## config.mk

```make
export PLATFORM = sky130hd
export DESIGN_NAME = pll_md_reconfig_flat
export DESIGN_NICKNAME = d
export VERILOG_FILES = /design/src/rtl/pll_md_reconfig_if.sv /design/src/rtl/pll_md_reconfig.sv /design/src/flat_wrapper.sv
export SDC_FILE = /design/constraint.sdc
export NUM_CORES = 1
export LEC_CHECK = 0
export BUFFER_PORTS_ARGS = -buffer_cell sky130_fd_sc_hd__buf_4
export CAP_MARGIN = 20
export CELL_PAD_IN_SITES_DETAIL_PLACEMENT = 1
export CELL_PAD_IN_SITES_GLOBAL_PLACEMENT = 1
export CORE_UTILIZATION = 42
export CTS_BUF_LIST = sky130_fd_sc_hd__clkbuf_4 sky130_fd_sc_hd__clkbuf_8
export DETAILED_ROUTE_END_ITERATION = 7
export HOLD_SLACK_MARGIN = 0.06
export PLACE_DENSITY_LB_ADDON = 0.1
export SLEW_MARGIN = 20
export SYNTH_ARGS = -nofsm -noshare
export SYNTH_HDL_FRONTEND = slang
export SYNTH_SLANG_ARGS = --single-unit
```

## constraint.sdc

```tcl
create_clock -name mdclk_i -period 2.5 [get_ports mdclk_i]
set_input_delay 0.125 -clock mdclk_i [delete_from_list [all_inputs] [get_ports mdclk_i]]
set_output_delay 0.125 -clock mdclk_i [all_outputs]
set_load 0.05 [all_outputs]
```

## src/rtl/pll_md_reconfig_if.sv

```systemverilog
// Request/status and PLLA MD-port bundle for pll_md_reconfig.
// slave = the sequencer; master = host control logic together with the PLL wrapper.
interface pll_md_reconfig_if #(
    parameter int NUM_CH = 7
);
    localparam int SEL_W = $clog2(NUM_CH + 1);

    logic             req_valid;
    logic [SEL_W-1:0] req_sel;
    logic [7:0]       req_val;
    logic             req_ready;
    logic             busy;
    logic             done;
    logic [1:0]       err;
    logic [1:0]       mdopc;
    logic             mdainc;
    logic [7:0]       mdwdi;
    logic [7:0]       mdrdo;
    logic             pll_rst;
    logic             pll_lock;

    modport master (
        output req_valid, req_sel, req_val, mdrdo, pll_lock,
        input  req_ready, busy, done, err, mdopc, mdainc, mdwdi, pll_rst
    );

    modport slave (
        input  req_valid, req_sel, req_val, mdrdo, pll_lock,
        output req_ready, busy, done, err, mdopc, mdainc, mdwdi, pll_rst
    );
endinterface

```

## src/rtl/pll_md_reconfig.sv

```systemverilog
// PLLA MD-port reconfiguration sequencer: writes one ODIVk/MDIV register, pulses pll_rst, waits for lock.
// Define PLL_MD_READBACK_EN to re-read the written register and verify it before resetting the PLL.
module pll_md_reconfig #(
    parameter int         NUM_CH       = 7,
    parameter logic [7:0] ODIV_BASE    = 8'd2,
    parameter logic [7:0] MDIV_ADDR    = 8'd1,
    parameter int         RST_CYCLES   = 16,
    parameter int         LOCK_TIMEOUT = 65535,
    parameter int         READ_LAT     = 2
) (
    input  logic             mdclk_i,
    input  logic             reset_n_i,
    pll_md_reconfig_if.slave bus
);
    localparam int SEL_W = $clog2(NUM_CH + 1);

    localparam logic [1:0] OPC_NOP = 2'b00;
    localparam logic [1:0] OPC_WR  = 2'b01;
    localparam logic [1:0] OPC_RD  = 2'b10;
    localparam logic [1:0] OPC_CLR = 2'b11;

    localparam logic [1:0] ERR_OK   = 2'b00;
    localparam logic [1:0] ERR_SEL  = 2'b01;
    localparam logic [1:0] ERR_LOCK = 2'b10;
    localparam logic [1:0] ERR_RB   = 2'b11;

    typedef enum logic [3:0] {
        S_IDLE, S_CLR, S_SEEK, S_WRITE, S_RD, S_RWAIT, S_PRST, S_WLOCK, S_DONE, S_ERR
    } state_e;

    state_e           state_q, state_d;
    logic [31:0]      cnt_q, cnt_d;
    logic [7:0]       addr_q, addr_d;
    logic [7:0]       val_q, val_d;
    logic             rb_pass_q, rb_pass_d;
    logic [1:0]       err_q, err_d;
    logic [1:0]       mdopc_q, mdopc_d;
    logic             mdainc_q, mdainc_d;
    logic [7:0]       mdwdi_q, mdwdi_d;
    logic             pll_rst_q, pll_rst_d;
    logic             done_q, done_d;
    logic             busy_q, busy_d;
    logic [SEL_W-1:0] sel_s;
    logic             accept_s;

    assign sel_s    = bus.req_sel;
    assign accept_s = bus.req_valid && (state_q == S_IDLE);

    // Next-state logic plus next values of the registered MD/status outputs
    always_comb begin
        state_d   = state_q;
        cnt_d     = cnt_q;
        addr_d    = addr_q;
        val_d     = val_q;
        rb_pass_d = rb_pass_q;
        err_d     = err_q;
        case (state_q)
            S_IDLE: begin
                if (accept_s) begin
                    val_d     = bus.req_val;
                    rb_pass_d = 1'b0;
                    if (int'(sel_s) > NUM_CH) begin
                        err_d   = ERR_SEL;
                        state_d = S_ERR;
                    end else begin
                        err_d   = ERR_OK;
                        state_d = S_CLR;
                        addr_d  = (int'(sel_s) == NUM_CH) ? MDIV_ADDR : ODIV_BASE + 8'(sel_s);
                    end
                end else begin
                    state_d = S_IDLE;
                end
            end
            S_CLR: begin
                if (addr_q == 8'd0) begin
                    state_d = rb_pass_q ? S_RD : S_WRITE;
                end else begin
                    state_d = S_SEEK;
                    cnt_d   = {24'd0, addr_q} - 32'd1;
                end
            end
            S_SEEK: begin
                if (cnt_q == 32'd0) begin
                    state_d = rb_pass_q ? S_RD : S_WRITE;
                end else begin
                    cnt_d = cnt_q - 32'd1;
                end
            end
            S_WRITE: begin
`ifdef PLL_MD_READBACK_EN
                state_d   = S_CLR;
                rb_pass_d = 1'b1;
`else
                state_d   = S_PRST;
                cnt_d     = 32'(RST_CYCLES - 1);
`endif
            end
            S_RD: begin
                state_d = S_RWAIT;
                cnt_d   = 32'(READ_LAT - 1);
            end
            // mdrdo is only trusted on the last wait cycle
            S_RWAIT: begin
                if (cnt_q == 32'd0) begin
                    if (bus.mdrdo == val_q) begin
                        state_d = S_PRST;
                        cnt_d   = 32'(RST_CYCLES - 1);
                    end else begin
                        state_d = S_ERR;
                        err_d   = ERR_RB;
                    end
                end else begin
                    cnt_d = cnt_q - 32'd1;
                end
            end
            S_PRST: begin
                if (cnt_q == 32'd0) begin
                    state_d = S_WLOCK;
                    cnt_d   = 32'd0;
                end else begin
                    cnt_d = cnt_q - 32'd1;
                end
            end
            S_WLOCK: begin
                if (bus.pll_lock) begin
                    state_d = S_DONE;
                end else if (cnt_q == 32'(LOCK_TIMEOUT - 1)) begin
                    state_d = S_ERR;
                    err_d   = ERR_LOCK;
                end else begin
                    cnt_d = cnt_q + 32'd1;
                end
            end
            S_DONE: begin
                err_d   = ERR_OK;
                state_d = S_IDLE;
            end
            S_ERR: begin
                state_d = S_IDLE;
            end
            default: begin
                state_d = S_IDLE;
            end
        endcase

        case (state_d)
            S_CLR:   mdopc_d = OPC_CLR;
            S_WRITE: mdopc_d = OPC_WR;
            S_RD:    mdopc_d = OPC_RD;
            default: mdopc_d = OPC_NOP;
        endcase
        mdainc_d  = (state_d == S_SEEK);
        mdwdi_d   = (state_d == S_WRITE) ? val_d : 8'd0;
        pll_rst_d = (state_d == S_PRST);
        done_d    = (state_d == S_DONE);
        busy_d    = (state_d != S_IDLE);
    end

    // State, datapath and output registers with synchronous active-low reset
    always_ff @(posedge mdclk_i) begin
        if (!reset_n_i) begin
            state_q   <= S_IDLE;
            cnt_q     <= 32'd0;
            addr_q    <= 8'd0;
            val_q     <= 8'd0;
            rb_pass_q <= 1'b0;
            err_q     <= ERR_OK;
            mdopc_q   <= OPC_NOP;
            mdainc_q  <= 1'b0;
            mdwdi_q   <= 8'd0;
            pll_rst_q <= 1'b0;
            done_q    <= 1'b0;
            busy_q    <= 1'b0;
        end else begin
            state_q   <= state_d;
            cnt_q     <= cnt_d;
            addr_q    <= addr_d;
            val_q     <= val_d;
            rb_pass_q <= rb_pass_d;
            err_q     <= err_d;
            mdopc_q   <= mdopc_d;
            mdainc_q  <= mdainc_d;
            mdwdi_q   <= mdwdi_d;
            pll_rst_q <= pll_rst_d;
            done_q    <= done_d;
            busy_q    <= busy_d;
        end
    end

    assign bus.req_ready = ~busy_q;
    assign bus.busy      = busy_q;
    assign bus.done      = done_q;
    assign bus.err       = err_q;
    assign bus.mdopc     = mdopc_q;
    assign bus.mdainc    = mdainc_q;
    assign bus.mdwdi     = mdwdi_q;
    assign bus.pll_rst   = pll_rst_q;
endmodule

```

## src/flat_wrapper.sv

```systemverilog
// flat-port wrapper written by rule: the top's interface ports become plain ports
module pll_md_reconfig_flat 
#(
    parameter int         NUM_CH       = 7,
    parameter logic [7:0] ODIV_BASE    = 8'd2,
    parameter logic [7:0] MDIV_ADDR    = 8'd1,
    parameter int         RST_CYCLES   = 16,
    parameter int         LOCK_TIMEOUT = 65535,
    parameter int         READ_LAT     = 2
)
  (mdclk_i, reset_n_i, bus_req_valid, bus_req_sel, bus_req_val, bus_mdrdo, bus_pll_lock, bus_req_ready, bus_busy, bus_done, bus_err, bus_mdopc, bus_mdainc, bus_mdwdi, bus_pll_rst);
  pll_md_reconfig_if #(.NUM_CH(NUM_CH)) bus_i ();
  input  logic mdclk_i;
  input  logic reset_n_i;
  input wire logic [$bits(bus_i.req_valid)-1:0] bus_req_valid;
  input wire logic [$bits(bus_i.req_sel)-1:0] bus_req_sel;
  input wire logic [$bits(bus_i.req_val)-1:0] bus_req_val;
  input wire logic [$bits(bus_i.mdrdo)-1:0] bus_mdrdo;
  input wire logic [$bits(bus_i.pll_lock)-1:0] bus_pll_lock;
  output wire logic [$bits(bus_i.req_ready)-1:0] bus_req_ready;
  output wire logic [$bits(bus_i.busy)-1:0] bus_busy;
  output wire logic [$bits(bus_i.done)-1:0] bus_done;
  output wire logic [$bits(bus_i.err)-1:0] bus_err;
  output wire logic [$bits(bus_i.mdopc)-1:0] bus_mdopc;
  output wire logic [$bits(bus_i.mdainc)-1:0] bus_mdainc;
  output wire logic [$bits(bus_i.mdwdi)-1:0] bus_mdwdi;
  output wire logic [$bits(bus_i.pll_rst)-1:0] bus_pll_rst;
  assign bus_i.req_valid = bus_req_valid;
  assign bus_i.req_sel = bus_req_sel;
  assign bus_i.req_val = bus_req_val;
  assign bus_i.mdrdo = bus_mdrdo;
  assign bus_i.pll_lock = bus_pll_lock;
  assign bus_req_ready = bus_i.req_ready;
  assign bus_busy = bus_i.busy;
  assign bus_done = bus_i.done;
  assign bus_err = bus_i.err;
  assign bus_mdopc = bus_i.mdopc;
  assign bus_mdainc = bus_i.mdainc;
  assign bus_mdwdi = bus_i.mdwdi;
  assign bus_pll_rst = bus_i.pll_rst;
  pll_md_reconfig #(.NUM_CH(NUM_CH), .ODIV_BASE(ODIV_BASE), .MDIV_ADDR(MDIV_ADDR), .RST_CYCLES(RST_CYCLES), .LOCK_TIMEOUT(LOCK_TIMEOUT), .READ_LAT(READ_LAT)) u_core (.mdclk_i(mdclk_i), .reset_n_i(reset_n_i), .bus(bus_i));
endmodule
```

==> results.md <==
- Run status: finished, violations left
- Violations in the final reports: setup timing
- Slowest cell on the critical path: sky130_fd_sc_hd__or4_4
- Std-Cell Rows: 37
- Ys async rst share: 0%
- Leak: 2.33 nW
- Fraction of layout instances using a drive strength above 1: 30.0%
- Critical R2R Launch: u_core.cnt_q[19]
- Number of DRC violations after detailed-routing iteration 0: 395
- Number of global-route vias before repair: 5405
- Cell total after placement: 784
- Global routing usage summed across all routing layers: 32.9%
- Worst path bufs/invs: 3
- Post-route clock period utilization: 102%
- Placer congestion estimate: 0.878
- Number of antenna violations at the first check in global routing: 0
- Count of input and output buffers: 39
- TritonCTS clock tree: done
- Max-cap violations: 0
- RSZ-0062 raised after global routing: yes
- Cell Area, Placed: 5410 µm²
- WP data arrival: 2.80 ns
- Max-slew violation count: 0
- Final hold slack: 0.0923 ns
- Residual DRC count: 0
- Post-synthesis share of cell area spent on xor and xnor gates: 3.91%
- Sequential fraction of the synthesis area: 28.6%
- Number of logic stages on the critical path including buffering: 9
- Maximum clock skew at final layout: 0.0120 ns
- Total detailed-routing wirelength: 18700 µm
- Syn-to-layout area delta: 33.7%
- Pin slew with the least headroom to its limit: 0.853 ns
- Top cell type's share of synthesized area: 28.6%
- Number of buffers between clock root and the deepest sink: 2
- Total power density per cell area: 1180 nW/µm²
- Final nets: 705
- Largest delay contributor family on the critical path: simple AND/OR/NAND/NOR gates
- Cell taking the most area after synthesis: sky130_fd_sc_hd__dfxtp_1
- DR WL/cell: 22.9 µm
- Count of unique library cells instantiated by Yosys: 74
- Die footprint: 11100 µm²
- Depth of the worst register-to-register path: 9
- Worst path setup slack after routing: -0.0441 ns
- Mapped cell area: 4470 µm²
- Synthesized net count: 600
- Timing-limited maximum frequency: 0.393 GHz
- Hold path startpoint: bus_req_val[3]
- Clock-pin slew reported for the worst setup and hold paths after clock tree synthesis: 0.08 ns
- Crit path from: u_core.cnt_q[19]
- Via count: 5376
- Min-delay worst type: primary input to flop
- Highest fanout seen on the critical path: 6
- CP startpoint kind: flop
- Adder and majority gate portion of the synthesized area: 1.68%
- Syn Inst Count: 571
- Die width: 105 µm
- CP peak stage delay: 0.58 ns
- Clk Latency, worst-skew pair: 0.37 ns
- Required arrival time at the worst endpoint: 2.76 ns
- Detailed Routing Iterations Pass 1: 5
- Vertical die dimension: 105 µm
- Post-synthesis share of cell area spent on and, or, nand and nor gates: 28.1%
- CTS root buffer: sky130_fd_sc_hd__clkbuf_8
- Number of CTS-inserted buffers: 9
- Most area-consuming cells after synthesis: sky130_fd_sc_hd__dfxtp_1 (29%), sky130_fd_sc_hd__nor3_1 (5.1%), sky130_fd_sc_hd__a21oi_1 (3.8%)
- Endpoint class of the critical path: flop
- Number of synthesized register bits: 64
- Global-route wire length before repair: 28500 µm
- Fin area: 5980 µm²
- Final-layout fill cell count: 1238
- Post-placement setup slack: -0.143 ns
- Number of clock sinks: 64
- Register-to-register setup slack: -0.04 ns
- Dominant cell type by count on the critical path: sky130_fd_sc_hd__buf_4
- Minimum period implied by the final worst setup slack: 2.54 ns
- CORE AREA: 10300 µm²
- Post-layout total power: 7.08 mW
- Setup total negative slack: -0.365 ns
- Final number of hold-violating endpoints: 0
- Largest net degree at the start of global routing: 33
- Mux share of post-synthesis cell area: 2.68%
- R2r endpoint: u_core.cnt_q[4]
- Top-level I/O count: 40
- HPWL after DPL: 12500 µm
- Final core utilization: 57.9%
- Primary flip-flop cell chosen by synthesis mapping: sky130_fd_sc_hd__dfxtp_1
- Worst slew margin relative to its limit: 42.5%
- Starting density of the core: 43.3%
- CP Class: flop to flop
- Number of antenna repair diodes: 0
- End of the critical path: u_core.cnt_q[4]
- Vias per inst: 6.58
- Largest family of logic cells by synthesized area: compound AO/OA/AOI/OAI gates
- GR Overflow Total: 0
- H-tree depth: 3
- Synthesized area divided by synthesized cell count: 7.84 µm²
- Non-filler instance count after layout: 817
- Compound-Gate Fraction of Synth Area: 28.5%
- Number of synthesized flops with an enable pin: 0
- Number of warning messages in the yosys log: 0
- Final ANT Viol Nets: 0
- Chain of cells forming the critical path: or4_4 > nor4_4 > buf_4 > nand4_1 > o221ai_4 > buf_12 > buf_4 > nor2_2 > a211oi_1
- Worst vdd rail ir drop: 563 µV
- Number of setup violations in the final report: 14
==> final cells by class <==
cell class	count	area, µm²	area share [%]
Timing Repair Buffer	146	1180	19.7
Multi-Input combinational cell	439	3060	51.2
Clock inverter	7	103	1.72
Sequential cell	64	1280	21.4
Inverter	16	60.1	1.00
Clock buffer	9	124	2.07
Tap cell	136	170	2.84
==> flip-flops by register name, indices dropped and copies added (netlist names) <==
name / cells
u_core.addr_q: 4
u_core.bus.busy: 1
u_core.bus.done: 1
u_core.bus.err: 2
u_core.bus.mdainc: 1
u_core.bus.mdopc: 2
u_core.bus.mdwdi: 8
u_core.bus.pll_rst: 1
u_core.cnt_q: 32
u_core.state_q: 4
u_core.val_q: 8
==> how the worst min path moves through the flow <==
stage / to / slack (ns) / depth (start not counted)
after floorplan: u_core.addr_q[0] / 0.27 / 2
after global placement: u_core.val_q[7] / 0.38 / 3
after detailed placement: u_core.val_q[0] / 0.40 / 3
after CTS: u_core.val_q[3] / 0.07 / 3
after global routing: u_core.bus.mdwdi[3] / 0.10 / 3
final: u_core.val_q[3] / 0.09 / 3
==> logic make-up after synthesis <==
logic type	Yosys count
compound gates	172
xor+xnor	20
fa+ha+maj	6
buf+inv	68
flops	64
mux	12
simple gates	229
==> worst register-to-register path, delay by kind of cell (launching register included) <==
kind                   cells  cell delay [ns]
AND/OR/NAND/NOR            4             1.05
buffers and inverters      3             0.47
AO/OA/AOI/OAI              2             0.60
flip-flops                 1             0.32
==> timing repair <==
item	CTS	global route
pin swaps	3	5
endpoints found under the setup margin	29	47
buffers inserted	2	4
gates cloned	1	2
hold buffers	8	0
resized for setup	8	33
endpoints found under the hold margin	8	0
==> cell usage in the layout (no fill, tap or decap), types with 8 or more instances in the layout <==
cell type and count:
sky130_fd_sc_hd__o311ai_0 9, sky130_fd_sc_hd__o31ai_1 9, sky130_fd_sc_hd__o21ai_0 16, sky130_fd_sc_hd__clkbuf_8 9, sky130_fd_sc_hd__nand3_1 24, sky130_fd_sc_hd__xor2_1 14, sky130_fd_sc_hd__nor4_1 11, sky130_fd_sc_hd__o221a_2 9
sky130_fd_sc_hd__a21oi_1 31, sky130_fd_sc_hd__nor3_1 43, sky130_fd_sc_hd__nand2_1 30, sky130_fd_sc_hd__mux2i_1 12, sky130_fd_sc_hd__dfxtp_1 63, sky130_fd_sc_hd__dlygate4sd3_1 8, sky130_fd_sc_hd__inv_1 15, sky130_fd_sc_hd__nor2_1 42
sky130_fd_sc_hd__a31oi_1 10, sky130_fd_sc_hd__o221ai_1 8, sky130_fd_sc_hd__buf_4 128, sky130_fd_sc_hd__and3_1 8, sky130_fd_sc_hd__nand4_1 14
==> layer usage <==
layer,track usage (%),part of all wire (%),up-vias,wire (µm)
li1,-,-,2426,-
met1,41.5,41,2646,7720
met2,55.3,49,242,9220
met3,4.89,6.0,62,1130
met4,15.2,3.4,0,632
met5,0,0,-,0
==> synthesized netlist by cell type (all sizes together), types with 5 or more instances <==
cell	number
mux2i	12
a21oi	34
inv	15
a2bb2oi	5
nor3	47
nor2	43
o21ai	20
clkbuf	36
dfxtp	64
nand3	25
a32oi	5
and3	9
xnor2	6
o311ai	12
or3	6
o221ai	9
ha	6
nand4	14
buf	16
nand2b	6
xor2	14
o31ai	9
o221a	11
nor2b	5
nand2	30
nor4	21
o22ai	5
a31oi	10
a211oi	7
==> power by group <==
group | leakage [nW] | switching (mW) | internal (mW)
Combinational | 1.70 | 2.80 | 1.88
Sequential | 0.520 | 0.146 | 1.18
Clock | 0.110 | 0.491 | 0.572
Power figures use the tool's default switching activity.
